===== src/rtl/pipelined_adder_pkg.sv =====
// Shared constants and configuration check for the pipelined adder/subtractor.
package pipelined_adder_pkg;

    localparam int unsigned DEFAULT_WIDTH  = 32;
    localparam int unsigned DEFAULT_STAGES = 4;

    function automatic bit cfg_ok(input int unsigned width, input int unsigned stages);
        return (stages >= 1) && (stages <= width) && ((width % stages) == 0);
    endfunction

endpackage


===== src/rtl/pipelined_adder_chunk.sv =====
// Combinational CHUNK-bit ripple-carry slice; also exposes the carry into its top bit.
module adder_chunk #(
    parameter int unsigned CHUNK = 8
) (
    input  logic [CHUNK-1:0] a,
    input  logic [CHUNK-1:0] b,
    input  logic             ci,
    output logic [CHUNK-1:0] s,
    output logic             co,
    output logic             c_msb
);

    logic [CHUNK:0] c;

    always_comb begin
        c    = '0;
        s    = '0;
        c[0] = ci;
        for (int unsigned i = 0; i < CHUNK; i++) begin
            s[i]   = a[i] ^ b[i] ^ c[i];
            c[i+1] = (a[i] & b[i]) | (c[i] & (a[i] ^ b[i]));
        end
    end

    assign co    = c[CHUNK];
    assign c_msb = c[CHUNK-1];

endmodule


===== src/rtl/pipelined_adder.sv =====
// Pipelined ripple-carry adder/subtractor: one CHUNK-bit slice per stage,
// carry registered between stages, valid/ready on both sides.
module pipelined_adder
    import pipelined_adder_pkg::*;
#(
    parameter  int unsigned WIDTH  = DEFAULT_WIDTH,
    parameter  int unsigned STAGES = DEFAULT_STAGES,
    localparam int unsigned CHUNK  = WIDTH / STAGES
) (
    input  logic             clk,
    input  logic             rst_n,
    input  logic             in_valid,
    output logic             in_ready,
    input  logic [WIDTH-1:0] a,
    input  logic [WIDTH-1:0] b,
    input  logic             cin,
    input  logic             sub,
    output logic             out_valid,
    input  logic             out_ready,
    output logic [WIDTH-1:0] sum,
    output logic             cout,
    output logic             ovf
);

    if (!cfg_ok(WIDTH, STAGES)) begin : g_bad_cfg
        $error("pipelined_adder: WIDTH must be a multiple of STAGES and STAGES in 1..WIDTH");
    end

    // c holds the carry into the next chunk; cm the carry into the current top bit.
    typedef struct packed {
        logic             v;
        logic [WIDTH-1:0] s;
        logic             c;
        logic             cm;
        logic [WIDTH-1:0] a;
        logic [WIDTH-1:0] b;
    } stage_t;

    stage_t              st_q [STAGES];
    logic [STAGES-1:0]   vld;
    logic [STAGES:0]     rdy;

    always_comb begin
        rdy         = '0;
        rdy[STAGES] = out_ready;
        for (int unsigned i = STAGES; i > 0; i--) begin
            rdy[i-1] = !vld[i-1] || rdy[i];
        end
    end

    for (genvar k = 0; k < STAGES; k++) begin : g_stage
        stage_t           src;
        stage_t           stg_d;
        stage_t           stg_q;
        logic [CHUNK-1:0] ch_s;
        logic             ch_co;
        logic             ch_cm;

        // Stage 0 sees the raw operands; its carry field doubles as the effective carry-in.
        if (k == 0) begin : g_head
            always_comb begin
                src    = '0;
                src.v  = in_valid;
                src.c  = sub | cin;
                src.a  = a;
                src.b  = b ^ {WIDTH{sub}};
            end
        end else begin : g_body
            assign src = st_q[k-1];
        end

        adder_chunk #(.CHUNK(CHUNK)) u_chunk (
            .a     (src.a[k*CHUNK +: CHUNK]),
            .b     (src.b[k*CHUNK +: CHUNK]),
            .ci    (src.c),
            .s     (ch_s),
            .co    (ch_co),
            .c_msb (ch_cm)
        );

        always_comb begin
            stg_d                     = src;
            stg_d.s[k*CHUNK +: CHUNK] = ch_s;
            stg_d.a[k*CHUNK +: CHUNK] = '0;
            stg_d.b[k*CHUNK +: CHUNK] = '0;
            stg_d.c                   = ch_co;
            stg_d.cm                  = ch_cm;
        end

        always_ff @(posedge clk or negedge rst_n) begin
            if (!rst_n) begin
                stg_q <= '0;
            end else if (rdy[k]) begin
                if (src.v) begin
                    stg_q <= stg_d;
                end else begin
                    stg_q.v <= 1'b0;
                end
            end
        end

        assign st_q[k] = stg_q;
        assign vld[k]  = stg_q.v;
    end

    assign in_ready  = rdy[0];
    assign out_valid = vld[STAGES-1];
    assign sum       = st_q[STAGES-1].s;
    assign cout      = st_q[STAGES-1].c;
    assign ovf       = st_q[STAGES-1].c ^ st_q[STAGES-1].cm;

endmodule


===== config.mk =====
export PLATFORM = sky130hd
export DESIGN_NAME = pipelined_adder
export DESIGN_NICKNAME = d
export VERILOG_FILES = /design/src/rtl/pipelined_adder_pkg.sv /design/src/rtl/pipelined_adder_chunk.sv /design/src/rtl/pipelined_adder.sv
export SDC_FILE = /design/constraint.sdc
export NUM_CORES = 1
export LEC_CHECK = 0
export BUFFER_PORTS_ARGS = -buffer_cell sky130_fd_sc_hd__buf_2
export CORE_AREA = 4 4 125 127
export DETAILED_ROUTE_END_ITERATION = 8
export DIE_AREA = 0 0 129 131
export PLACE_DENSITY = 0.89
export SYNTH_ARGS = -nofsm -noshare
export SYNTH_HDL_FRONTEND = slang
export SYNTH_SLANG_ARGS = --single-unit

===== constraint.sdc =====
create_clock -name clk -period 5.4 [get_ports clk]
set_clock_uncertainty 0.1 [all_clocks]
set_input_delay 0 -clock clk [delete_from_list [all_inputs] [get_ports clk]]
set_output_delay 0 -clock clk [all_outputs]
set_load 0.03 [all_outputs]

==> flow_summary.yaml <==
status:
  status: "finished, final reports clean"
logic_synthesis:
  synth_nets: 647
  synth_seq_cells: 185
  synth_area_leader_cell: "dfrtp_1"
  synth_edf_count: 0
  synthCells: 545
  synth_area_leaders: "dfrtp_1 (56%), mux2_2 (19%), fa_1 (7.7%)"
  ys.flop_type: "dfrtp_1"
  synthesis.area_um2: 8283
  yosysUniqueCellTypes: 20
  synth_seq_area_share_pct: 55.89
  yosysMostFrequentCell: "dfrtp_1"
  synth_top_area_share_pct: 55.89
  ys_warn_count: 0
  synth_common_cells: "dfrtp_1 (185), mux2_2 (143), inv_1 (43)"
  async_reset_ff_share_pct: 100.0
  syn_area_per_cell_um2: 15.20
grt:
  grt_use_total_pct: 19.81
  grt_max_degree: 139
  antenna_found_initial: 0
  grt_pass1_vias: 5187
  grt_first_pass_wirelength_um: 25820
  grt_overflow: 0
worst_setup_path:
  r2r-start: "g_stage[0].stg_q[8]$_DFFE_PN0P_"
  critical_path_class: "in2reg"
  regToRegSetupSlack_ns: 1.40
  startpoint_type: "primary input"
  cp_max_fo: 1
  crit_path_end_kind: "flop"
  cp.arrival_ns: 4.30
  crit_slowest_cell: "dlygate4sd3_1"
  cp.required_ns: 5.61
  critPathMostFrequentCell: "fa_1"
  r2r.worst_path.cells: 12
  critPathMaxStageDelay_ns: 0.53
  crit_chain: "dlygate4sd3_1, buf_2, inv_1, fa_1, inv_1, fa_1, inv_1, fa_1, fa_1, fa_1, fa_1, fa_1, inv_1, fa_1, mux2_4"
  timing.rr.end: "g_stage[1].stg_q[81]$_DFFE_PN0P_"
placed_design:
  placedCellCount: 785
  place_congestion: 0.7820
  port_buffers: 105
  place_hpwl_um: 9821
final_layout:
  fillers: 979
  area_growth_pct: 19.97
  nets: 787
  post_route_cells_drive_above_1_share_pct: 44.56
  fin_cells: 882
  diodes: 0
  finalCoreUtilization_pct: 68.89
hold_path:
  worst_hold_path.endpoint: "g_stage[0].stg_q[65]$_DFFE_PN0P_"
  hp-start: "b[7]"
  hp-class: "in2reg"
  min_path_cells: 4
routing:
  wl_um: 15560
  viasPerCell: 5.117
  vias: 4513
  route.detailed.drc: 0
  dr.pass1.iters: 4
  final_antenna_net_count: 0
  post_drt_wl_per_cell_um: 17.64
  drt_iter0_drc: 241
floorplan:
  fp.dieW_um: 129
  design.die.area_um2: 16900
  die_h_um: 131
  start_util_pct: 57.43
  rows: 44
  coreArea_um2: 14420
  boundaryPins: 106
timing:
  final-hold-violation-count: 0
  fin_setup_tns_ns: 0
  slew_headroom_pct: 25.30
  min_period_ns: 4.097
  rsz0062_at_grt: "no"
  period_share_pct: 75.87
  drv_slew: 0
  worstMarginPinSlew_ns: 1.117
  finalSetupViolations: 0
  fmax_ghz: 0.2441
clocking:
  path_clk_slew_ns: 0.06
  cts_resized: 0
  cts-buffers-inserted: 17
  cts_root_buf: "clkbuf_16"
  cts.sinks: 185
  insertion_delay_ns: 0.42
  clock_path_buffers: 2
  cts_tree: "yes"
  htree_levels: 4
power_and_ir_drop:
  power_switching_mw: 1.642
  switching_share_pct: 32.88
  p_seq_share_pct: 44.2
  ir_drop_mv: 0.2304
  p_int_mw: 3.352
  p_leak_nw: 4.587
  power_density_nw_per_um2: 502.5
  clockPowerShare_pct: 23.6
  combPwrFrac_pct: 32.2
job:
  max_cap_violations: 0
-- routing by layer --
metal | vias to the layer above | global-route usage [%] | part of all wire [%]
met1 | 2353 | 24.06 | 41
met3 | 25 | 3.902 | 3.8
met2 | 93 | 35.40 | 53
met5 | - | 0 | 0
met4 | 0 | 7.041 | 2.1
li1 | 2042 | - | -
-- metrics by stage --
step / hold WS (ns) / power, mW / instance area, µm² / setup WS (ns)
6_report: 0.08436 / 4.994 / 9937 / 1.303
3_5_place_dp: 0.1301 / 3.793 / 8723 / 1.042
5_1_grt: 0.1086 / 5.292 / 9937 / 1.124
4_1_cts: 0.06958 / 5.043 / 9937 / 1.311
3_3_place_gp: 0.1215 / 3.665 / 8723 / 1.182
2_1_floorplan: -0.3956 / 3.471 / 8283 / 1.152
-- cell type report --
| cell class | instances | area (µm²) | area share [%] |
|---|---|---|---|
| well taps | 184 | 230.2 | 2.317 |
| repair buffers | 175 | 1222 | 12.30 |
| clock inverters | 14 | 123.9 | 1.247 |
| multi-input cells | 263 | 3131 | 31.50 |
| inverters | 43 | 161.4 | 1.624 |
| flip-flops and latches | 185 | 4629 | 46.59 |
| clock buffers | 18 | 439.2 | 4.420 |
-- power groups by stage --
stage          registers (mW)  logic (mW)  clock network [mW]
3_3_place_gp             2.19        1.47                   0
3_5_place_dp             2.23        1.56                   0
2_1_floorplan            2.14        1.33                   0
5_1_grt                  2.27        1.76                1.26
4_1_cts                  2.22        1.63                1.20
6_report                 2.21        1.61                1.18
-- cells by family (layout without fill, tap and decap cells) --
kind of cell	Yosys count	after routing	share of synthesized area (%)
buffers and inverters	97	250	6.495
adders and majority gates	32	32	7.734
and+or+nand+nor	13	13	0.8912
DFF	185	185	55.89
muxes	178	178	25.00
xor gates and xnor gates	33	33	3.489
AOI/OAI and AO/OA	7	7	0.4985
-- flip-flops by register name, summed over array words and instances (netlist names) --
register	flops
cout	1
g_stage.stg_q	151
sum	32
out_valid	1
-- how the worst max path moves through the flow --
stage,end,startpoint
5_1_grt,g_stage[0].stg_q[73]$_DFFE_PN0P_,a[0]
4_1_cts,g_stage[0].stg_q[73]$_DFFE_PN0P_,a[0]
2_1_floorplan,g_stage[0].stg_q[73]$_DFFE_PN0P_,sub
3_3_place_gp,g_stage[0].stg_q[73]$_DFFE_PN0P_,sub
3_5_place_dp,g_stage[0].stg_q[73]$_DFFE_PN0P_,sub
6_report,g_stage[0].stg_q[73]$_DFFE_PN0P_,a[0]
-- worst max-delay path, delay by kind of cell --
family	cells	cell delay (ns)
adder cells (fa/ha/maj)	8	3.12
buffers and inverters	6	0.91
multiplexers	1	0.27
-- layout by cell type (no fill, tap or decap) --
master / instances
xor2_1: 25
inv_1: 43
fa_1: 32
a21boi_4: 1
buf_4: 5
dfrtp_1: 185
inv_6: 2
clkbuf_8: 2
and4b_1: 1
clkinv_4: 1
buf_2: 104
mux2i_1: 13
nand3b_1: 1
nand4b_1: 1
dlygate4sd3_1: 65
nand2b_1: 4
nand2_2: 3
clkinv_2: 3
clkinvlp_4: 7
clkbuf_16: 17
bufinv_16: 1
mux2_4: 22
nor2_1: 1
nand2_1: 2
mux2_2: 143
xnor2_1: 8
o21ai_0: 6
-- repair_timing --
item	in CTS	in global routing
hold endpoints to repair	198	0
hold buffers	65	0
buffers inserted	0	0
(Power assumes the default switching activity.)
